<file path="config.mk">
export PLATFORM = sky130hd
export DESIGN_NAME = rr_arbiter8
export DESIGN_NICKNAME = d
export VERILOG_FILES = /design/src/rtl/rr_arbiter8.sv
export SDC_FILE = /design/constraint.sdc
export NUM_CORES = 1
export LEC_CHECK = 0
export BUFFER_PORTS_ARGS = -buffer_cell sky130_fd_sc_hd__buf_2
export CAP_MARGIN = 20
export CORE_ASPECT_RATIO = 0.8
export CORE_MARGIN = 2
export CORE_UTILIZATION = 50
export CTS_CLUSTER_DIAMETER = 40
export CTS_CLUSTER_SIZE = 16
export DETAILED_ROUTE_END_ITERATION = 8
export HOLD_SLACK_MARGIN = 0.03
export PLACE_DENSITY = 0.68
export SLEW_MARGIN = 10
export SYNTH_ARGS = -nofsm -noshare
export SYNTH_HDL_FRONTEND = slang
export SYNTH_SLANG_ARGS = --single-unit
</file>
<file path="constraint.sdc">
create_clock -name clk -period 10.4 [get_ports clk]
set_input_delay 0.52 -clock clk [delete_from_list [all_inputs] [get_ports clk]]
set_output_delay 0.52 -clock clk [all_outputs]
set_load 0.005 [all_outputs]
</file>
<file path="src/rtl/rr_arbiter8.sv">
// rr_arbiter8: 8-way round-robin arbiter with registered one-hot grant and optional hold timeout
// Ports: clk, rst (async active-high); req[7:0] requests (bit k = requester k); done releases the grant;
//        gnt[7:0] one-hot grant, gidx[2:0] its encoded index, valid high while a grant is held,
//        tmo one-cycle pulse on forced release.
// Optional feature macro: ARB_TIMEOUT_EN enables the HOLD_MAX-cycle hold limit; otherwise tmo is tied 0.
module rr_arbiter8 #(
    parameter int HOLD_MAX = 16
) (
    input  logic       clk,
    input  logic       rst,
    input  logic [7:0] req,
    input  logic       done,
    output logic [7:0] gnt,
    output logic [2:0] gidx,
    output logic       valid,
    output logic       tmo
);
    typedef enum logic {IDLE, GRANT} state_t;
    state_t state, state_n;
    logic [2:0] ptr, ptr_n, sel, gidx_n;
    logic [7:0] gnt_n;
    logic valid_n, rel, fin;
`ifdef ARB_TIMEOUT_EN
    logic [7:0] cnt, cnt_n;
    logic tmo_n;
`endif

    if (HOLD_MAX < 1 || HOLD_MAX > 255) begin : g_bad_hold
        $error("rr_arbiter8: HOLD_MAX must be 1..255");
    end

    // Scan from the farthest offset down so the closest requester to ptr wins.
    always_comb begin
        sel = ptr;
        for (int i = 7; i >= 0; i--)
            if (req[ptr + 3'(i)]) sel = ptr + 3'(i);
    end

    always_comb begin
        state_n = state;
        ptr_n   = ptr;
        gnt_n   = gnt;
        gidx_n  = gidx;
        valid_n = valid;
        rel     = done || !req[gidx];
`ifdef ARB_TIMEOUT_EN
        cnt_n = cnt;
        tmo_n = 1'b0;
        fin   = rel || cnt == 8'(HOLD_MAX - 1);
`else
        fin   = rel;
`endif
        if (state == IDLE) begin
            if (|req) begin
                state_n = GRANT;
                gnt_n   = 8'd1 << sel;
                gidx_n  = sel;
                valid_n = 1'b1;
`ifdef ARB_TIMEOUT_EN
                cnt_n   = '0;
`endif
            end
        end else if (fin) begin
            state_n = IDLE;
            gnt_n   = '0;
            gidx_n  = '0;
            valid_n = 1'b0;
            ptr_n   = gidx + 3'd1;
`ifdef ARB_TIMEOUT_EN
            tmo_n   = !rel;
`endif
        end
`ifdef ARB_TIMEOUT_EN
        else cnt_n = cnt + 8'd1;
`endif
    end

    always_ff @(posedge clk or posedge rst) begin
        if (rst) begin
            state <= IDLE;
            ptr   <= '0;
            gnt   <= '0;
            gidx  <= '0;
            valid <= 1'b0;
`ifdef ARB_TIMEOUT_EN
            cnt   <= '0;
            tmo   <= 1'b0;
`endif
        end else begin
            state <= state_n;
            ptr   <= ptr_n;
            gnt   <= gnt_n;
            gidx  <= gidx_n;
            valid <= valid_n;
`ifdef ARB_TIMEOUT_EN
            cnt   <= cnt_n;
            tmo   <= tmo_n;
`endif
        end
    end

`ifndef ARB_TIMEOUT_EN
    assign tmo = 1'b0;
`endif
endmodule

</file>
==> metrics.csv, run 1 <==
metric,value,unit
status,"complete, no violations",
vias in the first global route,1381,
syn_area_per_cell,10.2,um^2
Bufs on Longest Clock Path,2,
maximum fanout along the worst path,18,
r2r endpoint,gnt[0]$_DFFE_PP0P_,
Synth top cells by count,"22 x nand2_1, 16 x dfrtp_1, 16 x mux2i_1, 12 x mux4_2, 7 x clkbuf_1",
CTS clock-pin slew for the worst setup and hold paths,60,ps
# port buffers,22,
post-route ant nets,0,
DP HPWL,3230,um
die span in y,57.1,um
Critical-path top delay cell,dfrtp_1,
startpoint types,register,
initial drt markers,173,
Seq cells post-synth,16,
worst hold path class,primary input to async pin,
Sink Count,16,
RSZ-0062 raised after global routing,no,
Syn Inst Count,173,
max_cap viols,0,
CTS tree,built,
Final GP Congestion,0.992,
Post-synth top flop,dfrtp_1,
Max Clk Rate,254,MHz
FF-to-FF path depth,8,
Slew HR,0.533,
initial antenna violation count,0,
setup TNS,0,ps
global-route wire length before repair,7150,um
Fin. Hold Viols,0,
final setup violation count,0,
R2R setup slack,6460,ps
Num CTS Buffers,3,
Slew @ Worst Pin,700,ps
crit end category,register,
cell with the most instances after synthesis,nand2_1,
Crit Path Category,register to register,
"Net Count, Synth",187,
largest net degree at the start of global routing,29,
die width,70.3,um
"Async S/R FF share, synth",1.00,
Reg2Reg Launch Point,ptr[1]$_DFFE_PP0P_,
Die Area,4010,um^2
synth top area cells,"dfrtp_1 23%, mux4_2 15%, mux2i_1 9.1%",
Core Area,3400,um^2
Synth cell types,52,
# IOs,24,
Final nets,202,
Slew Limit Fails,0,
"Arr. time, crit path",4100,ps
DRC Markers,0,
Setup Buffers After CTS,0,
share of layout cells above drive strength 1,0.305,
data required time of the worst path,10550,ps
Tmin final,3940,ps
All-Layer GR Usage,0.229,
H-tree levels,1,
PostCTS Resize Cnt,0,
area grow syn2layout,9.03,%
initial core utilization,0.518,
root buffer cell,clkbuf_8,
CP cell instances,"clkinv_1, ha_1, mux4_2, mux2_4, mux2_4, o221a_4, o41a_4, o41ai_2",
Post-Route WL,4460,um
FILL cells,293,
"area leader, netlist",dfrtp_1,
Yosys warnings,0,
DR pass1 iterations,5,
vias per cell,6.70,
fin crit share,0.379,
Worst path max stage delay,800,ps
post-synthesis sequential area ratio,0.227,
top-area cell type share of the netlist area,0.227,
"EDFF count, synth",0,
global route total overflow,0,
DR vias,1534,
post-DR wirelength/cell,19.5,um
hold buffers post-CTS,0,
Post-Syn Area,1760,um^2
worst-skew pair later-pin latency,250,ps
cell mode on critical path,mux2_4,
Worst Skew,0.684,ps
# rows,19,
# diodes,0,
## stage by stage
stage,instance area (um^2),setup slack (ps),std cells,utilization,hold WS [ps]
floorplan,1760,6940,173,-,434
global placement,1860,6640,225,0.548,452
detailed placement,1860,6480,225,0.548,462
CTS,1920,6480,229,0.565,349
global route,1920,6180,229,0.565,377
finish,1920,6460,229,0.565,329
## area by class of cell
type / count / area [um^2] / share of cell area
sequential: 16 / 400 / 0.209
tap: 42 / 52.6 / 0.0274
timing repair buffer: 23 / 118 / 0.0613
inverter: 6 / 22.5 / 0.0117
clock buffer: 4 / 55.1 / 0.0287
multi-input combinational: 138 / 1270 / 0.662
## metal layers
| metal | up-vias | global-route usage | wire length (um) |
|---|---|---|---|
| met5 | - | 0 | 0 |
| met4 | 0 | 0.0714 | 88 |
| met3 | 10 | 0.0671 | 317 |
| met2 | 63 | 0.336 | 1940 |
| met1 | 751 | 0.329 | 2110 |
| li1 | 710 | - | - |
## layout by cell type (no fill, tap or decap), types with 2 or more instances in the layout
cell	netlist	layout
o41ai_1	2	2
o211ai_1	3	3
mux4_2	12	12
clkbuf_8	0	4
o21ai_1	2	2
xor2_1	2	2
buf_2	2	22
nand3_1	4	4
o41ai_2	3	3
mux2_4	3	3
o21ai_0	4	4
mux2_2	6	6
nand2_1	22	22
o221ai_1	2	2
nor2_1	3	3
xnor2_1	3	3
a221oi_1	2	2
nor3_1	2	2
mux2i_1	16	16
ha_1	3	3
o31ai_1	5	5
inv_1	5	5
and2_1	4	4
a22oi_1	2	2
a21oi_1	5	5
o21a_1	3	3
dfrtp_1	16	16
nand2b_1	4	4
nor4_1	2	2
## state kept, by name (all words and copies together), names as in the netlist
signal,count
gidx,3
gnt,8
ptr,3
state,1
valid,1
## critical path, delay by kind of cell, from the launching register on
family                     cells  cell delay [ps]
muxes                          3             1060
DFF                            1              800
AOI/OAI and AO/OA              3              830
buffers and inverters          1              430
adders and majority gates      1              730
## kinds of logic (layout without fill, tap and decap cells)
group,Yosys count,in the layout,share of synthesized area
simple gates,46,46,0.129
other cells,1,1,0.00213
flops,16,16,0.227
buf+inv,19,33,0.0505
fa+ha+maj,3,3,0.0213
xor+xnor,5,5,0.0249
compound gates,46,46,0.237
mux,37,37,0.308
## worst max-delay path by stage
stage                       startpoint            endpoint  slack, ps
floorplan           ptr[0]$_DFFE_PP0P_  gnt[2]$_DFFE_PP0P_       6940
global placement    ptr[1]$_DFFE_PP0P_  gnt[1]$_DFFE_PP0P_       6640
detailed placement  ptr[1]$_DFFE_PP0P_  gnt[0]$_DFFE_PP0P_       6480
CTS                 ptr[1]$_DFFE_PP0P_  gnt[0]$_DFFE_PP0P_       6480
global route        ptr[1]$_DFFE_PP0P_  gnt[3]$_DFFE_PP0P_       6180
finish              ptr[1]$_DFFE_PP0P_  gnt[0]$_DFFE_PP0P_       6460
Power of run 1 is left out: the tool's default activity adds up to more than one toggle a clock period on the data nets, which glitch-free logic cannot reach.
==> run 2: changes to the inputs <==
- ABC_AREA: unset -> 1
- PLACE_DENSITY: 0.68 -> 0.72
- clock period: 10.4 -> 3.2 ns (I/O delays scaled with it)
==> run 2 against run 1 <==
  * Sequential share of layout area rose by 3.2 points
  * Synthesized cell count rose by 27%
  * Design area fell by 13%
  * Count of clock-buffer cells in the layout did not move
  * Die area fell by 15%
  * Synthesized area fell by 16%
  * Worst hold slack got worse by 24 ps
  * Wire length fell by 25%
  * Sequential cell count did not move
==> metrics.csv, run 2 <==
metric,value,unit,change
status,"complete, no violations",,unchanged
biggest regs,"gnt (8), gidx (3), ptr (3)",,unchanged
"Most Used Layer, Global Route",met1,,was met2
FF-to-FF path depth,16,,was 8
Slew Limit Fails,0,,unchanged
Slew @ Worst Pin,587,ps,was 700 ps
vias in the first global route,1295,,was 1381
"Net Count, Synth",233,,was 187
pre-CTS setup slack,619,ps,was 6480 ps
Reg2Reg Launch Point,ptr[0]$_DFFE_PP0P_,,was ptr[1]$_DFFE_PP0P_
# port buffers,22,,unchanged
r2r endpoint,gnt[4]$_DFFE_PP0P_,,was gnt[0]$_DFFE_PP0P_
syn_area_per_cell,6.75,um^2,was 10.2 um^2
Final GP Congestion,0.984,,was 0.992
maximum fanout along the worst path,12,,was 18
FILL cells,260,,was 293
grt met1 use,0.336,,was 0.329
Sink Count,16,,unchanged
global-route wire length before repair,5840,um,was 7150 um
"Async S/R FF share, synth",1.00,,unchanged
CTS tree,built,,unchanged
largest net degree at the start of global routing,17,,was 29
Multi-input gate area,916,um^2,was 1270 um^2
post-route ant nets,0,,unchanged
post-synthesis sequential area ratio,0.271,,was 0.227
data required time of the worst path,3340,ps,was 10550 ps
"commonest cells after routing, fill and taps aside","71 x nand2_1, 27 x nand3_1, 22 x buf_2, 20 x inv_1, 16 x dfrtp_1",,"was 22 x nand2_1, 22 x buf_2, 16 x mux2i_1, 16 x dfrtp_1, 12 x mux4_2"
Post-Route WL,3320,um,was 4460 um
Seq cells post-synth,16,,unchanged
DR pass1 iterations,4,,was 5
"area leader, netlist",dfrtp_1,,unchanged
R2R setup slack,560,ps,was 6460 ps
met3 Track Usage GR,0.0538,,was 0.0671
Worst path max stage delay,590,ps,was 800 ps
"EDFF count, synth",0,,unchanged
CP cell instances,"inv_2, ha_1, inv_2, nand3_1, nand3_1, nand2_1, a31oi_1, nand2_1, nand2_1, nand2_1, nand2_1, nand2_2, nand2_1, inv_2, nand2_1, nand2_1",,"was clkinv_1, ha_1, mux4_2, mux2_4, mux2_4, o221a_4, o41a_4, o41ai_2"
Worst Skew,1.73,ps,was 0.684 ps
DP HPWL,2700,um,was 3230 um
area grow syn2layout,12.8,%,was 9.03%
Synth cell types,30,,was 52
Core Area,2790,um^2,was 3400 um^2
fin crit share,0.825,,was 0.379
Synth top cells by count,"71 x nand2_1, 27 x nand3_1, 20 x inv_1, 16 x dfrtp_1, 14 x nand2_2",,"was 22 x nand2_1, 16 x dfrtp_1, 16 x mux2i_1, 12 x mux4_2, 7 x clkbuf_1"
All-Layer GR Usage,0.222,,was 0.229
Worst Hold Launch,req[3],,
Setup Buffers After CTS,0,,unchanged
# IOs,24,,unchanged
initial antenna violation count,0,,unchanged
worst-skew pair later-pin latency,250,ps,about the same
die span in y,52.6,um,was 57.1 um
# rows,17,,was 19
Fin. Hold Viols,0,,unchanged
"Arr. time, crit path",2780,ps,was 4100 ps
share of layout cells above drive strength 1,0.284,,was 0.305
Slew HR,0.608,,was 0.533
CTS clock-pin slew for the worst setup and hold paths,60,ps,about the same
crit end category,register,,unchanged
Post-Syn Area,1480,um^2,was 1760 um^2
Register Area,400,um^2,unchanged
Die Area,3410,um^2,was 4010 um^2
Final Worst Setup Slack,561,ps,was 6460 ps
H-tree levels,1,,unchanged
global route total overflow,0,,unchanged
Bufs on Longest Clock Path,2,,unchanged
Biggest register,gnt,,unchanged
Final Hold Slack,305,ps,was 329 ps
die width,64.8,um,was 70.3 um
PostCTS Resize Cnt,0,,unchanged
Critical-path top delay cell,dfrtp_1,,unchanged
Worst Hold End,state$_DFF_PP0_,,
DRC Markers,0,,unchanged
top-area cell type share of the netlist area,0.271,,was 0.227
setup TNS,0,ps,unchanged
WHS Path Cells,4,,
post-DR wirelength/cell,11.8,um,was 19.5 um
DR vias,1452,,was 1534
Num CTS Buffers,3,,unchanged
final setup violation count,0,,unchanged
"delay-heaviest family, CP",simple AND/OR/NAND/NOR gates,,was multiplexers
# diodes,0,,unchanged
initial core utilization,0.530,,was 0.518
Post-synth top flop,dfrtp_1,,unchanged
startpoint types,register,,unchanged
cell with the most instances after synthesis,nand2_1,,unchanged
RSZ-0062 raised after global routing,no,,unchanged
Max Clk Rate,379,MHz,was 254 MHz
initial drt markers,118,,was 173
Crit Path Category,register to register,,unchanged
root buffer cell,clkbuf_8,,unchanged
"most common cell after layout, fill and taps aside",nand2_1,,
hold buffers post-CTS,1,,was 0
max reg flops,8,,unchanged
Tmin final,2640,ps,was 3940 ps
vias per cell,5.17,,was 6.70
synth top area cells,"dfrtp_1 27%, nand2_1 18%, nand3_1 9.1%",,"was dfrtp_1 23%, mux4_2 15%, mux2i_1 9.1%"
Yosys warnings,0,,unchanged
Syn Inst Count,219,,was 173
"Buf+Inv Stages, Crit Path",3,,was 1
worst hold path class,primary input to register,,was primary input to async pin
met2 global-route usage,0.330,,was 0.336
max_cap viols,0,,unchanged
Final nets,258,,was 202
cell mode on critical path,nand2_1,,was mux2_4
[run 2: cells by family (layout without fill, tap and decap cells)]
family,after synthesis,in the layout,synth area share
buffers and inverters,34,58,0.109
AO/OA/AOI/OAI,24,24,0.0906
other,1,1,0.00254
flip-flops,16,16,0.271
XOR/XNOR,2,2,0.0246
AND/OR/NAND/NOR,139,139,0.477
adder cells (fa/ha/maj),3,3,0.0254
[run 2: through the flow]
step / instance area, um^2 / utilization / std cells
after floorplan: 1480 / - / 219
after global placement: 1600 / 0.575 / 276
after detailed placement: 1600 / 0.575 / 276
after CTS: 1670 / 0.598 / 281
after global routing: 1670 / 0.598 / 281
final: 1670 / 0.598 / 281
[run 2: cell type report]
cell class	count	area share
Timing Repair Buffer	24	0.0766
Multi-Input combinational cell	169	0.550
Inverter	30	0.0721
Tap cell	38	0.0285
Sequential cell	16	0.240
Clock buffer	4	0.0330
[run 2: how the worst max path moves through the flow]
stage                                   from                 end  slack (ps)  depth (start not counted)
final                     ptr[0]$_DFFE_PP0P_  gnt[4]$_DFFE_PP0P_         560                         16
after global routing      ptr[0]$_DFFE_PP0P_  gnt[4]$_DFFE_PP0P_         270                         19
after CTS                 ptr[0]$_DFFE_PP0P_  gnt[4]$_DFFE_PP0P_         600                         16
after detailed placement  ptr[0]$_DFFE_PP0P_  gnt[7]$_DFFE_PP0P_         620                         16
after global placement    ptr[0]$_DFFE_PP0P_  gnt[7]$_DFFE_PP0P_         650                         16
after floorplan           ptr[1]$_DFFE_PP0P_  gnt[4]$_DFFE_PP0P_        1150                         17
[run 2: metal layers]
metal	vias up	share of wire
met3	0	0.080
met5	-	0
li1	753	-
met4	0	0
met2	56	0.41
met1	643	0.51
[run 2: worst reg2reg max path, delay by kind of cell (launching register included)]
| family | cells | cell delay [ps] |
|---|---|---|
| simple gates | 11 | 970 |
| buf+inv | 3 | 380 |
| compound gates | 1 | 150 |
| fa+ha+maj | 1 | 440 |
| flops | 1 | 590 |
Power of run 2 is left out for the same reason.
